$ cat src/rtl/fetch_pkg.sv
// Shared types and constants for the instruction fetch stage.
package fetch_pkg;

    typedef enum logic [2:0] {
        FS_IDLE  = 3'd0,
        FS_REQ   = 3'd1,
        FS_HOLD  = 3'd2,
        FS_DROP  = 3'd3,
        FS_FAULT = 3'd4
    } fetch_state_t;

    // Instructions are word aligned, so the two low PC bits must be zero.
    localparam logic [1:0] ALIGN_MASK = 2'b11;

    function automatic logic is_aligned(input logic [1:0] pc_lsb);
        return ((pc_lsb & ALIGN_MASK) == 2'b00);
    endfunction

endpackage

$ cat src/rtl/instruction_fetch_if.sv
// Signal bundle between the fetch stage and its PC register, memory and decode.
interface instruction_fetch_if #(
    parameter int ADDR_W = 32,
    parameter int DATA_W = 32,
    parameter int CNT_W  = 32
) ();

    logic [ADDR_W-1:0] PCout;
    logic              PCWre;
    logic              flush;
    logic              imem_req;
    logic [ADDR_W-1:0] imem_addr;
    logic              imem_ack;
    logic [DATA_W-1:0] imem_rdata;
    logic              ir_valid;
    logic              ir_ready;
    logic [DATA_W-1:0] ir;
    logic [ADDR_W-1:0] ir_pc;
    logic [CNT_W-1:0]  fetch_count;
    logic              align_err;

    modport master (
        input  PCout, flush, imem_ack, imem_rdata, ir_ready,
        output PCWre, imem_req, imem_addr, ir_valid, ir, ir_pc,
               fetch_count, align_err
    );

    modport slave (
        output PCout, flush, imem_ack, imem_rdata, ir_ready,
        input  PCWre, imem_req, imem_addr, ir_valid, ir, ir_pc,
               fetch_count, align_err
    );

endinterface

$ cat src/rtl/instruction_fetch.sv
// Fetch stage: captures the PC, reads instruction memory over req/ack and
// holds the word for decode; advances the PC once per accepted instruction.
module instruction_fetch
    import fetch_pkg::*;
#(
    parameter int ADDR_W = 32,
    parameter int DATA_W = 32,
    parameter int CNT_W  = 32
) (
    input  logic                 CLK,
    input  logic                 Reset,
    instruction_fetch_if.master  bus
);

    fetch_state_t      state_r;
    fetch_state_t      state_nxt_s;
    logic              capture_s;
    logic              load_s;
    logic              fault_s;
    logic              pc_ok_s;
    logic [ADDR_W-1:0] addr_r;
    logic [DATA_W-1:0] ir_r;
    logic [ADDR_W-1:0] ir_pc_r;
    logic [CNT_W-1:0]  cnt_r;
    logic              align_r;

    assign pc_ok_s = is_aligned(bus.PCout[1:0]);

    // Next-state selection; flush outranks both returned data and ir_ready.
    always_comb begin
        state_nxt_s = state_r;
        capture_s   = 1'b0;
        load_s      = 1'b0;
        fault_s     = 1'b0;
        case (state_r)
            FS_IDLE: begin
                if (pc_ok_s) begin
                    state_nxt_s = FS_REQ;
                    capture_s   = 1'b1;
                end else begin
                    state_nxt_s = FS_FAULT;
                    fault_s     = 1'b1;
                end
            end
            FS_REQ: begin
                if (bus.imem_ack && !bus.flush) begin
                    state_nxt_s = FS_HOLD;
                    load_s      = 1'b1;
                end else if (bus.imem_ack) begin
                    state_nxt_s = FS_IDLE;
                end else if (bus.flush) begin
                    state_nxt_s = FS_DROP;
                end else begin
                    state_nxt_s = FS_REQ;
                end
            end
            FS_HOLD: begin
                if (bus.flush) begin
                    state_nxt_s = FS_IDLE;
                end else if (bus.ir_ready) begin
                    if (pc_ok_s) begin
                        state_nxt_s = FS_REQ;
                        capture_s   = 1'b1;
                    end else begin
                        state_nxt_s = FS_FAULT;
                        fault_s     = 1'b1;
                    end
                end else begin
                    state_nxt_s = FS_HOLD;
                end
            end
            FS_DROP: begin
                // A request already on the bus must complete before a new one.
                if (bus.imem_ack) begin
                    state_nxt_s = FS_IDLE;
                end else begin
                    state_nxt_s = FS_DROP;
                end
            end
            FS_FAULT: begin
                state_nxt_s = FS_FAULT;
            end
            default: begin
                state_nxt_s = FS_IDLE;
            end
        endcase
    end

    // State, request address, instruction register, counter and fault flag.
    always_ff @(posedge CLK or posedge Reset) begin
        if (Reset) begin
            state_r <= FS_IDLE;
            addr_r  <= '0;
            ir_r    <= '0;
            ir_pc_r <= '0;
            cnt_r   <= '0;
            align_r <= 1'b0;
        end else begin
            state_r <= state_nxt_s;
            if (capture_s) begin
                addr_r <= bus.PCout;
            end
            if (load_s) begin
                ir_r    <= bus.imem_rdata;
                ir_pc_r <= addr_r;
                cnt_r   <= cnt_r + {{(CNT_W-1){1'b0}}, 1'b1};
            end
            if (fault_s) begin
                align_r <= 1'b1;
            end
        end
    end

    // The PC register advances on the same edge that loads ir.
    assign bus.PCWre       = load_s;
    assign bus.imem_req    = (state_r == FS_REQ) || (state_r == FS_DROP);
    assign bus.imem_addr   = addr_r;
    assign bus.ir_valid    = (state_r == FS_HOLD);
    assign bus.ir          = ir_r;
    assign bus.ir_pc       = ir_pc_r;
    assign bus.fetch_count = cnt_r;
    assign bus.align_err   = align_r;

endmodule

$ cat src/flat_wrapper.sv
// flat-port wrapper written by rule: the top's interface ports become plain ports
module instruction_fetch_flat import fetch_pkg::*;
#(
    parameter int ADDR_W = 32,
    parameter int DATA_W = 32,
    parameter int CNT_W  = 32
)
  (CLK, Reset, bus_PCout, bus_flush, bus_imem_ack, bus_imem_rdata, bus_ir_ready, bus_PCWre, bus_imem_req, bus_imem_addr, bus_ir_valid, bus_ir, bus_ir_pc, bus_fetch_count, bus_align_err);
  instruction_fetch_if #(.ADDR_W(ADDR_W), .DATA_W(DATA_W), .CNT_W(CNT_W)) bus_i ();
  input  logic CLK;
  input  logic Reset;
  input wire logic [$bits(bus_i.PCout)-1:0] bus_PCout;
  input wire logic [$bits(bus_i.flush)-1:0] bus_flush;
  input wire logic [$bits(bus_i.imem_ack)-1:0] bus_imem_ack;
  input wire logic [$bits(bus_i.imem_rdata)-1:0] bus_imem_rdata;
  input wire logic [$bits(bus_i.ir_ready)-1:0] bus_ir_ready;
  output wire logic [$bits(bus_i.PCWre)-1:0] bus_PCWre;
  output wire logic [$bits(bus_i.imem_req)-1:0] bus_imem_req;
  output wire logic [$bits(bus_i.imem_addr)-1:0] bus_imem_addr;
  output wire logic [$bits(bus_i.ir_valid)-1:0] bus_ir_valid;
  output wire logic [$bits(bus_i.ir)-1:0] bus_ir;
  output wire logic [$bits(bus_i.ir_pc)-1:0] bus_ir_pc;
  output wire logic [$bits(bus_i.fetch_count)-1:0] bus_fetch_count;
  output wire logic [$bits(bus_i.align_err)-1:0] bus_align_err;
  assign bus_i.PCout = bus_PCout;
  assign bus_i.flush = bus_flush;
  assign bus_i.imem_ack = bus_imem_ack;
  assign bus_i.imem_rdata = bus_imem_rdata;
  assign bus_i.ir_ready = bus_ir_ready;
  assign bus_PCWre = bus_i.PCWre;
  assign bus_imem_req = bus_i.imem_req;
  assign bus_imem_addr = bus_i.imem_addr;
  assign bus_ir_valid = bus_i.ir_valid;
  assign bus_ir = bus_i.ir;
  assign bus_ir_pc = bus_i.ir_pc;
  assign bus_fetch_count = bus_i.fetch_count;
  assign bus_align_err = bus_i.align_err;
  instruction_fetch #(.ADDR_W(ADDR_W), .DATA_W(DATA_W), .CNT_W(CNT_W)) u_core (.CLK(CLK), .Reset(Reset), .bus(bus_i));
endmodule
$ cat config.mk
export PLATFORM = sky130hd
export DESIGN_NAME = instruction_fetch_flat
export DESIGN_NICKNAME = d
export VERILOG_FILES = /design/src/rtl/fetch_pkg.sv /design/src/rtl/instruction_fetch_if.sv /design/src/rtl/instruction_fetch.sv /design/src/flat_wrapper.sv
export SDC_FILE = /design/constraint.sdc
export NUM_CORES = 1
export LEC_CHECK = 0
export BUFFER_PORTS_ARGS = -buffer_cell sky130_fd_sc_hd__buf_2
export CORE_AREA = 3 3 88 131
export DETAILED_ROUTE_END_ITERATION = 12
export DIE_AREA = 0 0 91 134
export PLACE_DENSITY = 0.91
export SLEW_MARGIN = 40
export SYNTH_ARGS = -nofsm -noshare
export SYNTH_HDL_FRONTEND = slang
export SYNTH_SLANG_ARGS = --single-unit
$ cat constraint.sdc
create_clock -name CLK -period 7.25 [get_ports CLK]
set_input_delay 1.8125 -clock CLK [delete_from_list [all_inputs] [get_ports CLK]]
set_output_delay 1.8125 -clock CLK [all_outputs]
set_load 0.005 [all_outputs]
# Word level (Yosys, flattened, before mapping)
# Cells that the tools add are included.
dict set report totals {
  elab_cells 34
  reg_bits 132
  latch_bits 0
  mem_count 0
  mem_bits_rw 0
  out_inout_bits 132
  romBits 0
}
dict set report classes {
  n_mux 18
  n_div 0
  n_eq_ne 4
  order_cmp 0
  add_sub_neg 1
  reduce_logical 5
  multipliers 0
  shift 0
  bitwise 0
}
# cell count
set op_table {}
lappend op_table {{adder 32 x 1 -> 32 bit (second input constant)} 1}
lappend op_table {{2-to-1 mux 3 bit} 5}
lappend op_table {{one-hot mux 3 bit (5 select lines)} 1}
lappend op_table {{2-to-1 mux 1 bit} 8}
lappend op_table {{== test 3 x 2 -> 1 bit (second input constant)} 2}
lappend op_table {{2-to-1 mux 2 bit} 2}
lappend op_table {{one-hot mux 1 bit (2 select lines)} 2}
lappend op_table {{== test 3 x 1 -> 1 bit (second input constant)} 1}
lappend op_table {{== test 3 bit (second input constant)} 1}
lappend op_table {{zero test 3 bit} 1}
lappend op_table {{zero test 2 bit} 1}
lappend op_table {{logical AND 1 bit} 1}
lappend op_table {{zero test 1 bit} 1}
lappend op_table {{logical OR 1 bit} 1}

# Logic depth before layout (Yosys ltp)
dict set report depth {
  ltp_word 5
  mapped_depth 9
}

# Worst setup path after synthesis
# No wires, ideal clock.
dict set report synth_timing {
  kind {input port to output port}
  startpoint {in bus_flush}
  endpoint {out bus_PCWre}
  arrival_ns 2.604
  n_path_buf 2
  setup_slack_ns 2.834
  required_time_ns 5.438
  stages 6
  cell_sequence {inv_1 > ha_1 > nand4bb_1 > buf_2 > inv_2 > clkbuf_1}
}
dict set report synth_via {
  elab_chain_cells 4
}
# element line
set synth_rtl {}
lappend synth_rtl {{from (decl)} flat_wrapper.sv:13} ;# input wire logic [$bits(bus_i.flush)-1:0] bus_flush;
lappend synth_rtl {{zero test 1 bit} instruction_fetch.sv:46} ;# if (bus.imem_ack && !bus.flush) begin
lappend synth_rtl {{logical AND 1 bit} instruction_fetch.sv:46}
lappend synth_rtl {{2-to-1 mux 1 bit} instruction_fetch.sv:46}
lappend synth_rtl {{2-to-1 mux 1 bit} instruction_fetch.sv:35} ;# case (state_r)
lappend synth_rtl {{to (decl)} flat_wrapper.sv:17} ;# output wire logic [$bits(bus_i.PCWre)-1:0] bus_PCWre;
# No other way between the ends.

# Worst setup path after layout
# Ends and elaborated chain as after synthesis.

==> results.txt <==
worst setup path start: bus_flush
largest net degree at the start of global routing: 82
Core Box Area: 10590 sq um
CTS Buffer Depth: 2
Crit. End Element: output port
Worst Path Buf+Inv: 4
Leak Pwr: 3.965 nW
sw frac: 27.75%
crit-path cells: buf_2 > inv_1 > ha_1 > nand4bb_4 > inv_2 > buf_2
Tcrit/Tclk final: 61.26%
library cells used by synthesis: 34
Net Switching: 0.6777 mW
Setup Crit Path Kind: in -> out
EDFF count, synth: 0
Slew Limit Fails: 0
Root Driver: clkbuf_16
TritonCTS Sinks: 132
Layout area overhead: 32.27%
Worst-Skew Late Latency: 0.39 ns
logic gate share of total power: 21.5%
vias in the first global route: 4493
clock share of power: 33.7%
Worst Path Max Fanout: 4
die area: 12190 sq um
routed len/inst: 15.25 um
post-synth top area cell: dfrtp_1
CTS tree: built
Via Count: 4293
Main synth FF type: dfrtp_1
P per Cell Area: 349.4 nW/um^2
Setup TNS: 0 ns
Peak VDD IR: 0.2591 mV
warnings from Yosys: 0
Vert. Die Dim: 134 um
initial antenna violation count: 0
relative slew slack: 51.18%
Syn Inst Count: 493
placed insts: 820
Mapped Area: 5285 sq um
Fmax: 225.2 MHz
Top-Level Pins: 201
Resized Gates After CTS: 0
max incr delay on CP: 0.21 ns
nets@finish: 766
final hold vios: 0
number of diodes: 0
first drt pass iteration count: 4
Hold Crit Start: u_core.bus.ir_pc[24]
critical path's slowest cell: nand4bb_4
hold_buf cts: 0
Die Width: 91 um
IO Port Bufs: 200
RSZ-0062 raised after global routing: false
Worst-Margin Slew: 0.7269 ns
setup violators final: 0
share of cells above drive strength 1: 39.04%
Residual DRC: 0
Via density: 5.045
Post-Syn Nets: 564
final wirelength: 12.98 mm
Async S/R FF share, synth: 100.0%
syn_area_per_cell: 10.72 sq um
hold crit path type: reg -> reg
non-filler cells, final: 851
Antenna Nets Post-Route: 0
Worst-path clk slew: 0.05 ns
CP startpoint kind: input pin
sequential share of power: 44.9%
total setup buffers inserted after CTS: 0
clk_skew: 0.006014 ns
commonest non-fill, non-tap cell in the layout: nand2_1
Synth area leaders: dfrtp_1 (63%), nand2_1 (15%), mux2_2 (6.4%)
Seq/Total Area, Yosys: 62.50%
status: complete, no violations
Yosys reg bits: 132
hpwl dp: 9.284 mm
post-route core utilization: 66.01%
Rows: 46
starting DRC count in detailed routing: 247
crit path time final: 4.441 ns
arrival time at the worst endpoint: 2.63 ns
H-tree levels: 4
Max Cap Viol: 0
most frequent cells in the layout: nand2_1 (205), buf_2 (200), dfrtp_1 (132), mux2_2 (30), xnor2_1 (27)
CP top delay family: buffers and inverters
Pint: 1.765 mW
grt total ovfl: 0
Initial Util: 49.91%
most used cell, CP: buf_2
Worst R2R Start: u_core.state_r[1]
Critical Path RT: 5.44 ns
RePlAce Congestion: 0.8109
first-pass GRT wire length: 21.16 mm
gr usage total: 21.56%
share of the synthesized area in the top cell type: 62.50%
CTS Buf Count: 17
[final cells by class]
type / instances / area, sq um
inverters: 4 / 17.52
repair buffers: 204 / 1035
multi-input cells: 336 / 1877
flip-flops and latches: 132 / 3303
clock inverters: 9 / 103.9
clock buffers: 22 / 474.2
fillers: 848 / 3600
well taps: 144 / 180.2
[state kept, by name (all words and copies together) (netlist names)]
register / count
u_core.bus.fetch_count: 32
u_core.bus.imem_addr: 32
u_core.bus.ir: 32
u_core.bus.ir_pc: 32
u_core.state_r: 3
u_core.bus.align_err: 1
[final timing paths]
kind | cells after the start | to | slack [ns]
worst max-delay path | 6 | bus_PCWre | 2.81
worst min-delay path | 2 | u_core.bus.ir_pc[24] | 0.47
worst max register to register | 5 | u_core.bus.fetch_count[5] | 5.26
worst min register to register | 2 | u_core.bus.ir_pc[24] | 0.47
max in group asynchronous | 3 | u_core.bus.imem_addr[22] | 4.59
min in group asynchronous | 2 | u_core.bus.ir[18] | 1.52
[kinds of logic (layout without fill, tap and decap cells)]
kind of cell,after synthesis,in the layout,share of synthesized area (%)
AO/OA/AOI/OAI,5,5,0.6390
multiplexers,31,31,6.581
XOR/XNOR,31,31,5.137
AND/OR/NAND/NOR,267,267,22.25
adder cells (fa/ha/maj),2,2,0.4734
flip-flops,132,132,62.50
buffers and inverters,25,239,2.415
[Yosys cell counts (2+ instances only)]
library cell,n
ha_1,2
nand4_1,12
mux2_2,30
inv_1,3
nand4_2,2
nor3_1,3
buf_2,12
nor3_4,2
or2_2,2
nand2_1,205
nand3_1,15
a21o_1,2
buf_6,2
xnor2_1,27
nor2_1,9
nor2b_1,4
clkbuf_1,6
and3_1,4
xor2_1,4
and2_1,2
dfrtp_1,132
[worst register-to-register path: cells and delay by family, from the launching register on]
family,cells,cell delay (ns)
buffers and inverters,1,0.40
xor gates and xnor gates,1,0.17
DFF,1,0.42
and+or+nand+nor,3,0.90
[power groups by stage]
stage / sequential, mW / clock (mW) / combinational (mW)
global route: 1.13 / 0.874 / 0.581
detailed placement: 1.10 / 0 / 0.534
global placement: 1.09 / 0 / 0.507
CTS: 1.10 / 0.834 / 0.535
floorplan: 1.11 / 0 / 0.211
finish: 1.10 / 0.822 / 0.524
[stage by stage]
| stage | area, sq um | power (mW) | hold WS, ns | worst slack, ns |
|---|---|---|---|---|
| 2_1_floorplan | 5285 | 1.321 | 0.4650 | 1.911 |
| 3_3_place_gp | 6409 | 1.600 | 0.4520 | 2.778 |
| 3_5_place_dp | 6412 | 1.638 | 0.4577 | 2.775 |
| 4_1_cts | 6990 | 2.465 | 0.4710 | 2.774 |
| 5_1_grt | 6990 | 2.582 | 0.4781 | 2.734 |
| 6_report | 6990 | 2.442 | 0.4651 | 2.809 |
[layer usage]
| layer | track usage, % | vias to the layer above | wire, um |
|---|---|---|---|
| li1 | - | 1998 | - |
| met1 | 24.21 | 2099 | 4810 |
| met2 | 38.39 | 169 | 7075 |
| met3 | 6.061 | 27 | 835 |
| met4 | 8.725 | 0 | 253 |
| met5 | 0 | - | 0 |
(Power assumes the default switching activity.)
